[src/rtl/tank_motion_ctrl.sv]
// Per-frame tank controller: rotate, trig lookup, move, clamp/commit on each frame_clk rise.
// Optional macro TANK_COLLIDE_EN adds wall_hit, which discards the candidate position in CLAMP.
module tank_motion_ctrl #(
  parameter int X_INIT  = 160,
  parameter int Y_INIT  = 240,
  parameter int X_MIN   = 8,
  parameter int X_MAX   = 631,
  parameter int Y_MIN   = 8,
  parameter int Y_MAX   = 471,
  parameter int SPEED   = 32,
  parameter int ROT_DIV = 2
) (
  input  logic              Clk,
  input  logic              Reset,
  input  logic              frame_clk,
  input  logic              rot_left,
  input  logic              rot_right,
  input  logic              fwd,
  input  logic              back,
`ifdef TANK_COLLIDE_EN
  input  logic              wall_hit,
`endif
  output logic [9:0]        TankX,
  output logic [9:0]        TankY,
  output logic [5:0]        angle,
  output logic signed [7:0] sin_out,
  output logic signed [7:0] cos_out,
  output logic              upd_done
);

  localparam int CNT_W = (ROT_DIV > 1) ? $clog2(ROT_DIV) : 1;
  localparam logic signed [15:0] SPEED_S = 16'(SPEED);
  localparam logic signed [15:0] X_LO = 16'(X_MIN * 16);
  localparam logic signed [15:0] X_HI = 16'(X_MAX * 16);
  localparam logic signed [15:0] Y_LO = 16'(Y_MIN * 16);
  localparam logic signed [15:0] Y_HI = 16'(Y_MAX * 16);

  typedef enum logic [2:0] {S_IDLE, S_ROTATE, S_LOOKUP, S_MOVE, S_CLAMP} state_t;

  state_t                   state_q;
  logic                     frame_prev_q;
  logic [CNT_W-1:0]         rot_cnt_q;
  logic [5:0]               ang_q;
  logic signed [7:0]        sin_q, cos_q;
  logic [13:0]              pos_x_q, pos_y_q;
  logic signed [15:0]       cand_x_q, cand_y_q;

  logic                     frame_edge, rl, rr, hit;
  logic signed [7:0]        sin_d, cos_d;
  logic signed [15:0]       sin_ext, cos_ext, prod_sin, prod_cos;
  logic signed [15:0]       dx_d, dy_d, cand_x_d, cand_y_d;
  logic [13:0]              commit_x_d, commit_y_d;

  // Quarter-wave table folded into a full 64-step circle, Q1.6.
  function automatic logic signed [7:0] trig_sin(input logic [5:0] a);
    logic [4:0] k;
    logic [6:0] mag;
    k = a[4] ? (5'd16 - {1'b0, a[3:0]}) : {1'b0, a[3:0]};
    case (k)
      5'd0:    mag = 7'd0;
      5'd1:    mag = 7'd6;
      5'd2:    mag = 7'd12;
      5'd3:    mag = 7'd19;
      5'd4:    mag = 7'd24;
      5'd5:    mag = 7'd30;
      5'd6:    mag = 7'd36;
      5'd7:    mag = 7'd41;
      5'd8:    mag = 7'd45;
      5'd9:    mag = 7'd49;
      5'd10:   mag = 7'd53;
      5'd11:   mag = 7'd56;
      5'd12:   mag = 7'd59;
      5'd13:   mag = 7'd61;
      5'd14:   mag = 7'd63;
      default: mag = 7'd64;
    endcase
    return a[5] ? -$signed({1'b0, mag}) : $signed({1'b0, mag});
  endfunction

  function automatic logic [13:0] clamp_axis(input logic signed [15:0] v,
                                             input logic signed [15:0] lo,
                                             input logic signed [15:0] hi);
    logic signed [15:0] r;
    if (v < lo)      r = lo;
    else if (v > hi) r = hi;
    else             r = v;
    return r[13:0];
  endfunction

  assign frame_edge = frame_clk & ~frame_prev_q;
  assign rl = rot_left & ~rot_right;
  assign rr = rot_right & ~rot_left;
  assign sin_d = trig_sin(ang_q);
  assign cos_d = trig_sin(ang_q + 6'd16);

  assign sin_ext  = {{8{sin_q[7]}}, sin_q};
  assign cos_ext  = {{8{cos_q[7]}}, cos_q};
  assign prod_sin = sin_ext * SPEED_S;
  assign prod_cos = cos_ext * SPEED_S;

  // Screen Y grows downward, so moving along heading 0 (up) decreases Y.
  always_comb begin
    dx_d = '0;
    dy_d = '0;
    if (fwd & ~back) begin
      dx_d = prod_sin >>> 6;
      dy_d = (-prod_cos) >>> 6;
    end else if (back & ~fwd) begin
      dx_d = (-prod_sin) >>> 6;
      dy_d = prod_cos >>> 6;
    end
  end

  assign cand_x_d = $signed({2'b00, pos_x_q}) + dx_d;
  assign cand_y_d = $signed({2'b00, pos_y_q}) + dy_d;

`ifdef TANK_COLLIDE_EN
  assign hit = wall_hit;
`else
  assign hit = 1'b0;
`endif

  assign commit_x_d = hit ? pos_x_q : clamp_axis(cand_x_q, X_LO, X_HI);
  assign commit_y_d = hit ? pos_y_q : clamp_axis(cand_y_q, Y_LO, Y_HI);

  always_ff @(posedge Clk) begin
    if (Reset) begin
      state_q      <= S_IDLE;
      frame_prev_q <= 1'b1;
      rot_cnt_q    <= '0;
      ang_q        <= '0;
      sin_q        <= 8'sd0;
      cos_q        <= 8'sd64;
      pos_x_q      <= 14'(X_INIT * 16);
      pos_y_q      <= 14'(Y_INIT * 16);
      cand_x_q     <= '0;
      cand_y_q     <= '0;
      TankX        <= 10'(X_INIT);
      TankY        <= 10'(Y_INIT);
      angle        <= '0;
      sin_out      <= 8'sd0;
      cos_out      <= 8'sd64;
      upd_done     <= 1'b0;
    end else begin
      frame_prev_q <= frame_clk;
      upd_done     <= 1'b0;
      case (state_q)
        S_IDLE: if (frame_edge) state_q <= S_ROTATE;
        S_ROTATE: begin
          if (!(rl | rr)) begin
            rot_cnt_q <= '0;
          end else if (rot_cnt_q == CNT_W'(ROT_DIV - 1)) begin
            ang_q     <= rl ? ang_q - 6'd1 : ang_q + 6'd1;
            rot_cnt_q <= '0;
          end else begin
            rot_cnt_q <= rot_cnt_q + 1'b1;
          end
          state_q <= S_LOOKUP;
        end
        S_LOOKUP: begin
          sin_q   <= sin_d;
          cos_q   <= cos_d;
          state_q <= S_MOVE;
        end
        S_MOVE: begin
          cand_x_q <= cand_x_d;
          cand_y_q <= cand_y_d;
          state_q  <= S_CLAMP;
        end
        S_CLAMP: begin
          pos_x_q  <= commit_x_d;
          pos_y_q  <= commit_y_d;
          TankX    <= commit_x_d[13:4];
          TankY    <= commit_y_d[13:4];
          angle    <= ang_q;
          sin_out  <= sin_q;
          cos_out  <= cos_q;
          upd_done <= 1'b1;
          state_q  <= S_IDLE;
        end
        default: state_q <= S_IDLE;
      endcase
    end
  end

endmodule

[config.mk]
export PLATFORM = sky130hd
export DESIGN_NAME = tank_motion_ctrl
export DESIGN_NICKNAME = d
export VERILOG_FILES = /design/src/rtl/tank_motion_ctrl.sv
export SDC_FILE = /design/constraint.sdc
export NUM_CORES = 1
export LEC_CHECK = 0
export CAP_MARGIN = 10
export CORE_MARGIN = 3
export CORE_UTILIZATION = 47
export CTS_CLUSTER_SIZE = 20
export DETAILED_ROUTE_END_ITERATION = 10
export PLACE_DENSITY = 0.66
export SETUP_SLACK_MARGIN = 0.4
export SLEW_MARGIN = 20
export SYNTH_ARGS = -nofsm -noshare
export SYNTH_HDL_FRONTEND = slang
export SYNTH_SLANG_ARGS = --single-unit
[constraint.sdc]
create_clock -name Clk -period 9.25 [get_ports Clk]
set_input_delay 2.775 -clock Clk [delete_from_list [all_inputs] [get_ports Clk]]
set_output_delay 2.775 -clock Clk [all_outputs]
set_load 0.03 [all_outputs]
After elaboration in Yosys (flattened, before gate mapping)
Memory sizes are Yosys's and may differ from the RTL's.
Cells that the tools add are included.

cells by class
  $add $sub $neg = 12
  $lt $le $gt $ge = 4
  equality and inequality tests = 5
  multiplexer cells = 20
  bitwise logic cells = 11
  reductions and logical operators = 2

operator list
  kind                                                         count
  2-to-1 mux 16 bit                                            4
  2-to-1 mux 14 bit                                            4
  adder 15 x 16 -> 16 bit                                      2
  less-than comparator 16 x 9 -> 1 bit, second input constant  2
  negator 13 -> 16 bit                                         2
  > comparator 16 x 14 -> 1 bit, second input constant         1
  > comparator 16 x 15 -> 1 bit, second input constant         1
  2-to-1 mux 8 bit                                             2
  negator 7 -> 8 bit                                           2
  2-to-1 mux 7 bit                                             2
  case mux 3 bit (4 select lines)                              1
  2-to-1 mux 5 bit                                             2
  subtractor 5 x 4 -> 5 bit, first input constant              2
  adder 6 x 1 -> 6 bit, second input constant                  1
  adder 6 x 5 -> 6 bit, second input constant                  1
  == test 3 x 2 -> 1 bit, second input constant                2
  2-to-1 mux 6 bit                                             1
  subtractor 6 x 1 -> 6 bit, second input constant             1
  AND 1 bit                                                    5
  NOT 1 bit                                                    5
  == test 3 x 1 -> 1 bit, second input constant                1
  == test 3 bit, second input constant                         1
  zero test 3 bit                                              1
  2-to-1 mux 1 bit                                             3
  5 further kinds                                              5

storage, ports and cells
  register bits after elaboration = 130
  memory bits (read-only) = 224
  input bits = 7
  output and inout port bits = 43
  logic and storage cells = 72
  memories = 2

memories
  memory           depth  bits a word  rd ports  clocked after memory_dff  write ports  RTL line  text
  (no name shown)  16     7            1         0                         0            59        case (k)
  (no name shown)  16     7            1         0                         0            59

Depth between registers and ports, before layout
An unclocked memory read counts as a cell.

  word-level depth = 7
  gate-level depth with buffers = 15
  gate-level depth less buffers = 14

Worst setup path after synthesis
Ideal clock, no wire load.

  kind = input -> register
  from = input port fwd
  to = register cand_x_q[13]
  setup time = 0.122 ns
  arrival time = 5.305 ns
  required time = 9.128 ns
  setup slack = 3.823 ns
  stages on the path = 11
  buffers on the path = 2
  path through = nand2b_1 clkbuf_1 o31ai_1 ha_1 clkbuf_1 a21o_1 or4_1 a21oi_1 or3_1 nor4b_1 a311o_1

between the ends
  longest elaborated chain between the ends = 5
  elaborated cells on any way between the ends = 6
  those cells by class = add/sub: 1; mux: 2; bitwise: 3

RTL lines
  item                         RTL line  text
  start: declaration           18        input logic fwd,
  NOT 1 bit                    108       end else if (back & ~fwd) begin
  AND 1 bit                    108
  2-to-1 mux 16 bit            108
  2-to-1 mux 16 bit (*)        105       if (fwd & ~back) begin
  adder 15 x 16 -> 16 bit (*)  114       assign cand_x_d = $signed({2'b00, pos_x_q}) + dx_d;
  end signal: assignment       166       cand_x_q <= cand_x_d;
  end: declaration             46        logic signed [15:0] cand_x_q, cand_y_q;

Every way passes the cells marked *; elsewhere a longest branch is shown, timed or not.
A chain may end at the register's enable or synchronous reset.

Worst setup path after layout
  from = input port fwd
  to = register cand_y_q[13]

between the ends
  longest elaborated chain between the ends = 5
  elaborated cells on any way between the ends = 6
  those cells by class = add/sub: 1; mux: 2; bitwise: 3

RTL lines
  item                         RTL line  text
  NOT 1 bit                    108
  AND 1 bit                    108
  2-to-1 mux 16 bit            108
  2-to-1 mux 16 bit (*)        105
  adder 15 x 16 -> 16 bit (*)  115       assign cand_y_d = $signed({2'b00, pos_y_q}) + dy_d;
  end signal: assignment       167       cand_y_q <= cand_y_d;
  end: declaration             46

Marked as above.

==> metrics.md <==
| Metric | Value |
|---|---|
| Status | `completed` |
| Routed vias | `6385` |
| Crit Path Class | `input pin to flip-flop` |
| Period utilization | `64.6%` |
| Fin Setup TNS | `0 ns` |
| Die Ht | `130 um` |
| Final ANT Viol Nets | `0` |
| Synth Register Bits | `110` |
| Skew final | `0.00725 ns` |
| # diodes | `0` |
| R2r startpoint | `ang_q[0]$_SDFFE_PP0P_` |
| Row Count | `44` |
| Yosys cell types | `75` |
| Hold Vio Cnt, Final | `0` |
| Slew headroom | `42.6%` |
| Simple logic cell fraction of the synthesized area | `21.8%` |
| Final WL | `17100 um` |
| Min Hold Slack | `0.455 ns` |
| Final setup viols | `0` |
| Max Cap Viol | `0` |
| Post-synth EDFFs | `0` |
| IO Port Bufs | `49` |
| Initial core utilization | `48.9%` |
| Area grow syn2layout | `9.63%` |
| Hold Crit Class | `flip-flop to flip-flop` |
| Remaining Overflow, GRT | `0` |
| Global-route wire length before repair | `28900 um` |
| Adder-cell share of the synthesized area | `9.85%` |
| Place WS | `2.94 ns` |
| Number of global-route vias before repair | `5824` |
| Root Buffer | `clkbuf_16` |
| Total Die Area | `0.0169 mm2` |
| Cts bufs inserted | `9` |
| RSZ-0062 raised after global routing | `false` |
| Chip width | `130 um` |
| Worst Setup SP | `fwd` |
| Yosys warnings | `0` |
| Synth top area cells | `dfxtp_1 31%, ha_1 9.0%, nand2_1 7.2%, a21oi_1 6.9%, o21ai_0 3.7%` |
| Drc violations | `0` |
| Leading cell type in the layout, fill and taps excluded | `nand2_1` |
| Post-synthesis mux area share | `1.01%` |
| Largest net degree at the start of global routing | `65` |
| Peak supply drop | `0.0000911 V` |
| Post-synthesis area per instance | `7.83 um2` |
| Clk Latency, worst-skew pair | `0.36 ns` |
| Worst-Margin Slew | `0.853 ns` |
| Max Slew Vio Count | `0` |
| Async SR Flop Fraction | `0%` |
| DR vias/cell | `5.79` |
| Power per cell area | `123 mW/mm2` |
| Final core utilization | `53.6%` |
| Hold Path Origin | `sin_out[5]$_SDFFE_PP0P_` |
| Synth Area in Compound Gates | `25.0%` |
| Top cell type's share of synthesized area | `30.5%` |
| Resized cells post-CTS | `0` |
| Core area | `0.0148 mm2` |
| CTS sink count | `110` |
| CTS H-tree lvls | `3` |
| Largest family of logic cells by synthesized area | `compound AO/OA/AOI/OAI gates` |
| Post-CTS Setup Bufs | `0` |
| Syn_nets | `983` |
| WP data arrival | `6.24 ns` |
| Crit path launch type | `input pin` |
| Layout cells sized above 1 | `5.11%` |
| Commonest non-fill, non-tap cells in the layout | `138 x nand2_1, 110 x dfxtp_1, 100 x a21oi_1` |
| Clock Tree Buf Depth | `2` |
| Final net count | `976` |
| Area leader, netlist | `dfxtp_1` |
| Peak Freq | `167 MHz` |
| Pre-antenna DRT Iters | `5` |
| Register area share after synthesis | `30.5%` |
| Synth Area in XOR/XNOR | `4.98%` |
| Synth Cell Area | `0.00721 mm2` |
| Crit path max fanout | `10` |
| WL/cell | `15.5 um` |
| Primary FF master, synth | `dfxtp_1` |
| CP Capture Type | `flip-flop` |
| Cell count after synthesis | `921` |
| Critical Path RT | `9.52 ns` |
| Total track usage | `20.9%` |
| CTS tree | `done` |
| Pleak | `3.08 nW` |
| GPL Wtd Cong | `0.920` |
| Post-route setup slack | `3.27 ns` |
| Total power after layout | `0.975 mW` |
| Detail Placement HPWL | `12500 um` |
| Starting DRT DRC Count | `347` |
| I/O Pins | `50` |
| Hold Buf Count CTS | `0` |
| Initial antenna violation count | `0` |
| Crit path time final | `5.98 ns` |
| Worst-path clk slew | `0.07 ns` |
synthesized netlist by cell type, types with 12 or more instances:
master      n
a21oi_1   100
o21ai_0    54
clkbuf_1   41
nor3_1     22
a211oi_1   16
nand2_1   139
o31ai_1    13
a21o_1     18
xnor2_1    27
buf_4      21
nand3_1    14
nor2_1     57
xor2_1     14
inv_1      33
or3_1      12
dfxtp_1   110
ha_1       52
logic make-up after synthesis:
group,Yosys count
DFF,110
buffers and inverters,107
muxes,7
and+or+nand+nor,325
xor gates and xnor gates,41
adders and majority gates,55
AOI/OAI and AO/OA,276
layer usage:
metal  vias up  global-route usage, %  routed length [um]
met2       122                   35.4                8160
met3        23                   3.64                 599
met5         -                      0                   0
met1      2991                   27.9                8100
li1       3249                      -                   -
met4         0                   4.89                 241
area by class of cell:
class                   count  area, um2
repair buffers             55        533
flip-flops and latches    110       2200
clock buffers               9        225
inverters                  34        128
clock inverters             7       65.1
fillers                  1429       6850
multi-input cells         704       4520
well taps                 184        230
final timing paths:
kind                                     to  slack (ns)  depth (start not counted)
setup reg to reg      sin_q[6]$_SDFFE_PP0N_        5.14                         14
setup / recovery  cand_y_q[13]$_SDFFE_PP0P_        3.27                         12
hold reg to reg     sin_out[5]$_SDFFE_PP0P_        0.45                          2
hold / removal      sin_out[5]$_SDFFE_PP0P_        0.45                          2
state kept, by name, summed over array words and instances, names as in the netlist:
register,count
sin_q,8
ang_q,6
pos_x_q,4
cos_out,8
frame_prev_q,1
rot_cnt_q,1
cand_y_q,16
sin_out,8
cos_q,8
TankY,10
TankX,10
pos_y_q,4
state_q,3
angle,6
upd_done,1
cand_x_q,16
worst max-delay path: stages:
cell,delay (ns)
clkdlybuf4s50_1,0.50
nor2b_1,0.53
a21oi_1,0.14
o21ai_0,0.19
ha_1,0.30
a21o_1,0.21
a21o_1,0.19
a221oi_1,0.28
o21ai_0,0.23
a311oi_1,0.53
xnor2_1,0.12
a211oi_1,0.23
power breakdown:
group	switching [mW]	internal (mW)
combinational	0.0626	0.0403
sequential	0.00870	0.479
clock	0.176	0.208
total	0.247	0.727
stage by stage:
step,cells,cell area [um2]
2_1_floorplan,921,7210
5_1_grt,1103,7910
4_1_cts,1103,7910
3_5_place_dp,1087,7620
6_report,1103,7910
3_3_place_gp,1087,7620
(Power assumes the default switching activity.)
